`src/rtl/clk_div_pkg.sv`:
```
// Shared types for the clock divider controller.
package clk_div_pkg;

    localparam int CNT_W_DEF = 8;

    typedef enum logic [1:0] {
        IDLE = 2'd0,
        RUN  = 2'd1,
        PEND = 2'd2
    } state_t;

endpackage

```
`src/rtl/clk_div_core.sv`:
```
// Period counter and divided-clock generation for clk_div_ctrl.
module clk_div_core
    import clk_div_pkg::*;
#(
    parameter int CNT_W = CNT_W_DEF
) (
    input  logic             clk,
    input  logic             rst,
    input  logic             run,
    input  logic             load,
    input  logic [CNT_W-1:0] ratio,
    output logic             clk_en,
    output logic             clk_out
);

    logic [CNT_W-1:0] cnt;
    logic [CNT_W-1:0] div_q;
    logic [CNT_W:0]   half;
    logic             last;

    // One extra bit so (div_q+1) cannot overflow at the maximum ratio.
    assign half    = ({1'b0, div_q} + (CNT_W+1)'(1)) >> 1;
    assign last    = (cnt == div_q - CNT_W'(1));
    assign clk_en  = run && last;
    assign clk_out = run && ({1'b0, cnt} < half);

    always_ff @(posedge clk) begin
        if (rst) begin
            cnt   <= '0;
            div_q <= '0;
        end else if (load) begin
            cnt   <= '0;
            div_q <= ratio;
        end else if (run) begin
            cnt <= last ? '0 : cnt + CNT_W'(1);
        end
    end

endmodule

```
`src/rtl/clk_div_ctrl.sv`:
```
// Divide-ratio FSM with glitch-free ratio changes at period boundaries.
// Define CLK_DIV_CTRL_SWCNT_EN to build the ratio-switch counter.
module clk_div_ctrl
    import clk_div_pkg::*;
#(
    parameter int CNT_W = CNT_W_DEF
) (
    input  logic             clk,
    input  logic             rst,
    input  logic             cfg_valid,
    input  logic [CNT_W-1:0] cfg_div,
    output logic             cfg_ready,
    output logic             clk_en,
    output logic             clk_out,
    output logic             busy,
    output logic [7:0]       sw_count
);

    state_t           state_q;
    state_t           state_d;
    logic [CNT_W-1:0] pend_q;
    logic [CNT_W-1:0] pend_d;
    logic [CNT_W-1:0] ratio;
    logic             xfer;
    logic             apply;
    logic             load;

    assign cfg_ready = (state_q != PEND);
    assign busy      = (state_q != IDLE);
    assign xfer      = cfg_valid && cfg_ready;

    // Ratio changes while running only ever land on the last cycle of a period.
    assign apply = clk_en && ((state_q == PEND) || ((state_q == RUN) && xfer));
    assign load  = ((state_q == IDLE) && xfer) || apply;

    always_comb begin
        state_d = state_q;
        pend_d  = pend_q;
        ratio   = cfg_div;
        unique case (state_q)
            IDLE: begin
                if (xfer && cfg_div != '0) state_d = RUN;
            end
            RUN: begin
                if (xfer && clk_en) begin
                    state_d = (cfg_div == '0) ? IDLE : RUN;
                end else if (xfer) begin
                    pend_d  = cfg_div;
                    state_d = PEND;
                end
            end
            PEND: begin
                ratio = pend_q;
                if (clk_en) begin
                    state_d = (pend_q == '0) ? IDLE : RUN;
                    pend_d  = '0;
                end
            end
            default: state_d = IDLE;
        endcase
    end

    always_ff @(posedge clk) begin
        if (rst) begin
            state_q <= IDLE;
            pend_q  <= '0;
        end else begin
            state_q <= state_d;
            pend_q  <= pend_d;
        end
    end

    clk_div_core #(
        .CNT_W(CNT_W)
    ) u_core (
        .clk    (clk),
        .rst    (rst),
        .run    (busy),
        .load   (load),
        .ratio  (ratio),
        .clk_en (clk_en),
        .clk_out(clk_out)
    );

`ifdef CLK_DIV_CTRL_SWCNT_EN
    logic [7:0] sw_q;

    always_ff @(posedge clk) begin
        if (rst) begin
            sw_q <= '0;
        end else if (apply && sw_q != 8'hFF) begin
            sw_q <= sw_q + 8'd1;
        end
    end

    assign sw_count = sw_q;
`else
    assign sw_count = '0;
`endif

endmodule

```
`config.mk`:
```
export PLATFORM = sky130hd
export DESIGN_NAME = clk_div_ctrl
export DESIGN_NICKNAME = d
export VERILOG_FILES = /design/src/rtl/clk_div_pkg.sv /design/src/rtl/clk_div_core.sv /design/src/rtl/clk_div_ctrl.sv
export SDC_FILE = /design/constraint.sdc
export NUM_CORES = 1
export LEC_CHECK = 0
export BUFFER_PORTS_ARGS = -buffer_cell sky130_fd_sc_hd__buf_4
export CAP_MARGIN = 0
export CORE_MARGIN = 1
export CORE_UTILIZATION = 55
export CTS_BUF_LIST = sky130_fd_sc_hd__clkbuf_4 sky130_fd_sc_hd__clkbuf_8
export DETAILED_ROUTE_END_ITERATION = 10
export HOLD_SLACK_MARGIN = 0.12
export PLACE_DENSITY = 0.81
export SKIP_LAST_GASP = 1
export SLEW_MARGIN = 5
export SYNTH_ARGS = -nofsm -noshare
export SYNTH_HDL_FRONTEND = slang
export SYNTH_SLANG_ARGS = --single-unit
```
`constraint.sdc`:
```
create_clock -name clk -period 7.35 [get_ports clk]
set_clock_uncertainty 0.15 [all_clocks]
set_input_delay 0.3675 -clock clk [delete_from_list [all_inputs] [get_ports clk]]
set_output_delay 0.3675 -clock clk [all_outputs]
set_load 0.005 [all_outputs]
```
* Yosys cells after proc, flatten, opt, wreduce, memory -nomap -nowiden
Index checks and enable logic that the tools add are counted.
Storage, ports and cells: bits in registers 26, input port bits 11, logic and storage cells 49
Operators by class: add/subtract/negate cells 3, $lt $le $gt $ge 1, eq/ne operators 9, multiplexer cells 13, reduce and logical (&&, ||, !) cells 19
Operator list (number):
- $mux 8 | 5
- $logic_not 8->1 | 2
- $pmux 8 s2 | 1
- $add 8x1->9 const B | 1
- $add 8x1->8 const B | 1
- $eq 8x8->1 | 1
- $logic_and 1x1->1 | 8
- $lt 8x8->1 | 1
- $mux 2 | 4
- $ne 2x2->1 const B | 4
- $reduce_bool 8->1 | 1
- $sub 8x1->8 const B | 1
- $pmux 2 s3 | 1
- $reduce_and 4->1 | 1
- $reduce_bool 2->1 | 2
- $ne 3x2->1 const B | 1
- $reduce_and 3->1 | 1
- $eq 2x1->1 const B | 1
- $eq 2x2->1 const B | 1
- $logic_not 2->1 | 1
- $logic_or 1x1->1 | 2
- $mux 1 | 2
- $ne 2x1->1 const B | 1
- $reduce_or 2->1 | 1

* Depth between registers and ports, before layout
word-level depth 7, depth in mapped cells 13, gate-level depth less buffers 9

* Modules after synthesis
A second synthesis with hierarchy kept.
Second synthesis, totals: cells, all modules 209, area, all modules 1828.0 um^2
By module, submodules not included:
- clk_div_core | times used 1, cells each 135, area each 1181.1 um^2, sequential area each 320.3 um^2
- clk_div_ctrl | times used 1, cells each 74, area each 646.9 um^2, sequential area each 200.2 um^2

* Worst setup path before layout
No wires, ideal clock.
path type register to register, from register u_core.div_q[0], to register pend_q[0], library setup time 0.122 ns, data arrival time 2.398 ns, data required time 7.078 ns, slack 4.681 ns, stages on the path, launching flop included 13, path buffers 3, path through dfxtp_1 clkbuf_1 inv_1 ha_1 clkbuf_2 o21ba_2 a221oi_1 a41oi_1 nor3_1 and2_1 buf_4 nor3_1 a221o_1
On the way: longest elaborated chain between the ends 6
Ends and longest elaborated chain:
- start, declared | line clk_div_core.sv:17 | logic [CNT_W-1:0] div_q;
- start signal, assigned | line clk_div_core.sv:33 | div_q <= ratio;
- $sub 8x1->8 (*) | line clk_div_core.sv:23 | assign last = (cnt == div_q - CNT_W'(1));
- $eq 8x8->1 (*) | line clk_div_core.sv:23
- $logic_and 1x1->1 (*) | line clk_div_core.sv:24 | assign clk_en = run && last;
- $logic_and 1x1->1 | line clk_div_ctrl.sv:45 | if (xfer && clk_en) begin
- $ne 2x2->1 (no line)
- $reduce_and 4->1 (no line) (*)
- end signal, assigned | line clk_div_ctrl.sv:69 | pend_q <= pend_d;
- end, declared | line clk_div_ctrl.sv:21 | logic [CNT_W-1:0] pend_q;
Mark *: on every way between the ends. The rest lies on a longest branch, timed or not. A chain may end at the register's enable or synchronous reset.

* Worst setup path after layout
from register u_core.div_q[0], to register pend_q[7]
Same word-level chain as after synthesis.

==> impl_metrics.py <==
metrics = {
    "run_status": {
        "status": "finished, final reports clean",
    },
    "global_route": {
        "groute.usage.overall_pct": 23.4,
        "overflow": 0,
        "grt_max_degree": 22,
        "first_global_vias": 1400,
        "grt_antenna_before_repair": 0,
        "grt_pass1_wl_microns": 6570,
    },
    "synthesis": {
        "synth_edf_count": 0,
        "synth-async-reset-ratio_pct": 0,
        "synth_top_cell_by_area": "dfxtp_1",
        "synthTopCellsByArea": "dfxtp_1 (27%), xor2_1 (7.2%), ha_1 (6.4%), nor3_1 (5.4%), a211oi_2 (5.1%)",
        "syn_avg_cell_area_sq_um": 8.38,
        "synth_area_sq_um": 1940,
        "dominantRegCellSynth": "dfxtp_1",
        "yosys.cell_types.count": 45,
        "yosysSeqAreaShare_pct": 26.8,
        "netlist.area_leader.share_pct": 26.8,
        "synth-seq-cells": 26,
        "syn_inst": 232,
        "synth_warnings": 0,
    },
    "cells_and_area": {
        "mostFrequentLayoutCell": "dfxtp_1",
        "fin_nets": 263,
        "areaGrowthSynthToFinish_pct": 8.24,
        "layout_common_cells": "dfxtp_1 (26), nand2_1 (24), nor2_1 (23)",
        "diodes": 0,
        "drive_gt1_share_pct": 14.1,
        "fin_area_sq_um": 2100,
    },
    "clock_network": {
        "hold_buffers": 3,
        "numCtsBuffers": 3,
        "cts-root-buf": "clkbuf_4",
        "post_cts_buffers": 0,
        "clock_path_buffers": 2,
        "cts_resized": 0,
        "clk_latency_ns": 0.33,
        "cts_num_sinks": 26,
        "clkTransAtPathRegs_ns": 0.14,
        "htree_levels": 1,
        "cts_tree": "done",
    },
    "power_and_ir_drop": {
        "p_sw_mw": 0.0924,
        "p_comb_share_pct": 21.8,
        "power.leakage_nw": 0.863,
        "powerDensity_nw_per_um2": 156,
        "sw_frac_of_total_pct": 28.1,
        "p_seq_share_pct": 47.8,
        "clockPowerShare_pct": 30.5,
        "peakVddDrop_mv": 0.0886,
        "p_int_mw": 0.236,
    },
    "placed_design": {
        "port_buffers": 14,
        "gp_congestion": 0.777,
        "postPlaceCellArea_sq_um": 1990,
        "dpl.hpwl_microns": 2900,
    },
    "floorplan": {
        "core_area_sq_um": 3360,
        "dieArea_sq_um": 3780,
        "row_count": 21,
        "die_w_microns": 61.5,
        "start_util_pct": 57.8,
        "io_pins": 23,
        "die-height_microns": 61.5,
    },
    "setup_path": {
        "crit_fanout": 21,
        "cp_data_required_time_ns": 7.43,
        "start_kind": "register",
        "cp-end-kind": "register",
        "critPathKind": "register to register",
        "worstPathArrival_ns": 3.33,
    },
    "sta": {
        "finalCritPeriodShare_pct": 44.2,
        "maxSlewHeadroom_pct": 48.3,
        "period_minus_slack_ns": 3.25,
        "rsz0062_at_grt": "false",
        "worst_slew_pin_slew_ns": 0.776,
        "report.final.slew_viol_count": 0,
        "max_freq_mhz": 308,
        "fin_setup_tns_ns": 0,
        "hold_violations": 0,
        "setup_viol": 0,
    },
    "routing": {
        "drtPass1Iterations": 4,
        "wire_per_inst_microns": 13.6,
        "wl_microns": 3890,
        "ant_nets": 0,
        "drc": 0,
        "vias_per_cell": 5.76,
        "drt-initial-drc-count": 75,
        "vias": 1653,
    },
    "worst_hold_path": {
        "holdCritPathClass": "input pin to register",
    },
    "job": {
        "cap_viol_max_count": 0,
    },
}
metrics by stage:
stage / util (%) / instances / hold slack [ns] / total power, mW / setup slack (ns)
after floorplan: - / 239 / 0.350 / 0.217 / 4.68
after global placement: 59.2 / 277 / 0.374 / 0.228 / 4.23
after detailed placement: 59.2 / 277 / 0.383 / 0.229 / 4.15
after CTS: 61.7 / 284 / 0.123 / 0.329 / 4.12
after global routing: 62.6 / 287 / 0.132 / 0.347 / 3.88
final: 62.6 / 287 / 0.128 / 0.329 / 4.10
routing by layer:
layer  track usage, %  routed length, microns  vias to the layer above
li1                 -                       -                      829
met1             31.9                    1820                      770
met2             37.7                    1840                       46
met3             2.52                     141                        8
met4             9.52                      90                        0
met5                0                       0                        -
registers in the layout, summed over array words and instances (netlist names):
name / count
pend_q: 8
u_core.cnt: 8
u_core.div_q: 8
state_q: 2
final cells by class:
| class | count | area (sq um) |
|---|---|---|
| multi-input cells | 183 | 1270 |
| fillers | 317 | 1260 |
| flip-flops and latches | 26 | 520 |
| repair buffers | 21 | 173 |
| well taps | 46 | 57.6 |
| clock inverters | 1 | 30.0 |
| inverters | 7 | 26.3 |
| clock buffers | 3 | 22.5 |
cell families (layout without fill, tap and decap cells):
kind of cell    after synthesis  in the layout  share of synthesized area [%]
fa+ha+maj                    10             10                           6.44
compound gates               35             35                           17.2
xor+xnor                     23             23                           10.7
flops                        26             26                           26.8
mux                           6              6                           3.09
buf+inv                      30             32                           9.01
other cells                   1              8                          0.193
simple gates                101            101                           26.6
power by group through the flow:
stage | clock network, mW | registers [mW] | logic (mW)
2_1_floorplan | 0 | 0.153 | 0.0646
3_3_place_gp | 0 | 0.160 | 0.0683
3_5_place_dp | 0 | 0.160 | 0.0687
4_1_cts | 0.102 | 0.157 | 0.0707
5_1_grt | 0.109 | 0.159 | 0.0799
6_report | 0.100 | 0.157 | 0.0716
worst paths after layout:
check	slack, ns	startpoint	cells past startpoint	endpoint
setup / recovery	4.10	u_core.div_q[0]	9	pend_q[7]
hold / removal	0.13	cfg_div[2]	2	pend_q[2]
setup reg to reg	4.10	u_core.div_q[0]	9	pend_q[7]
hold reg to reg	0.40	pend_q[1]	2	u_core.div_q[1]
critical path, cell delays in order (launching register included):
cell,delay (ns)
dfxtp_1,0.50
inv_1,0.10
ha_1,0.30
o21ba_2,0.23
a221oi_1,0.28
a41oi_1,0.07
nor3_1,0.29
and2_1,0.68
nor4_4,0.16
a221o_1,0.39
cell usage after synthesis (3+ instances only):
library cell / count
dfxtp_1: 26
nand2_1: 24
nor2_1: 23
nor3_1: 21
xor2_1: 16
buf_4: 11
ha_1: 10
a211oi_2: 8
a221o_1: 8
inv_1: 6
mux2i_1: 6
nand3_1: 6
xnor2_1: 6
and3_1: 5
clkbuf_1: 5
nand4_1: 4
nor4_1: 4
a21o_1: 3
buf_2: 3
Power figures use the tool's default switching activity.
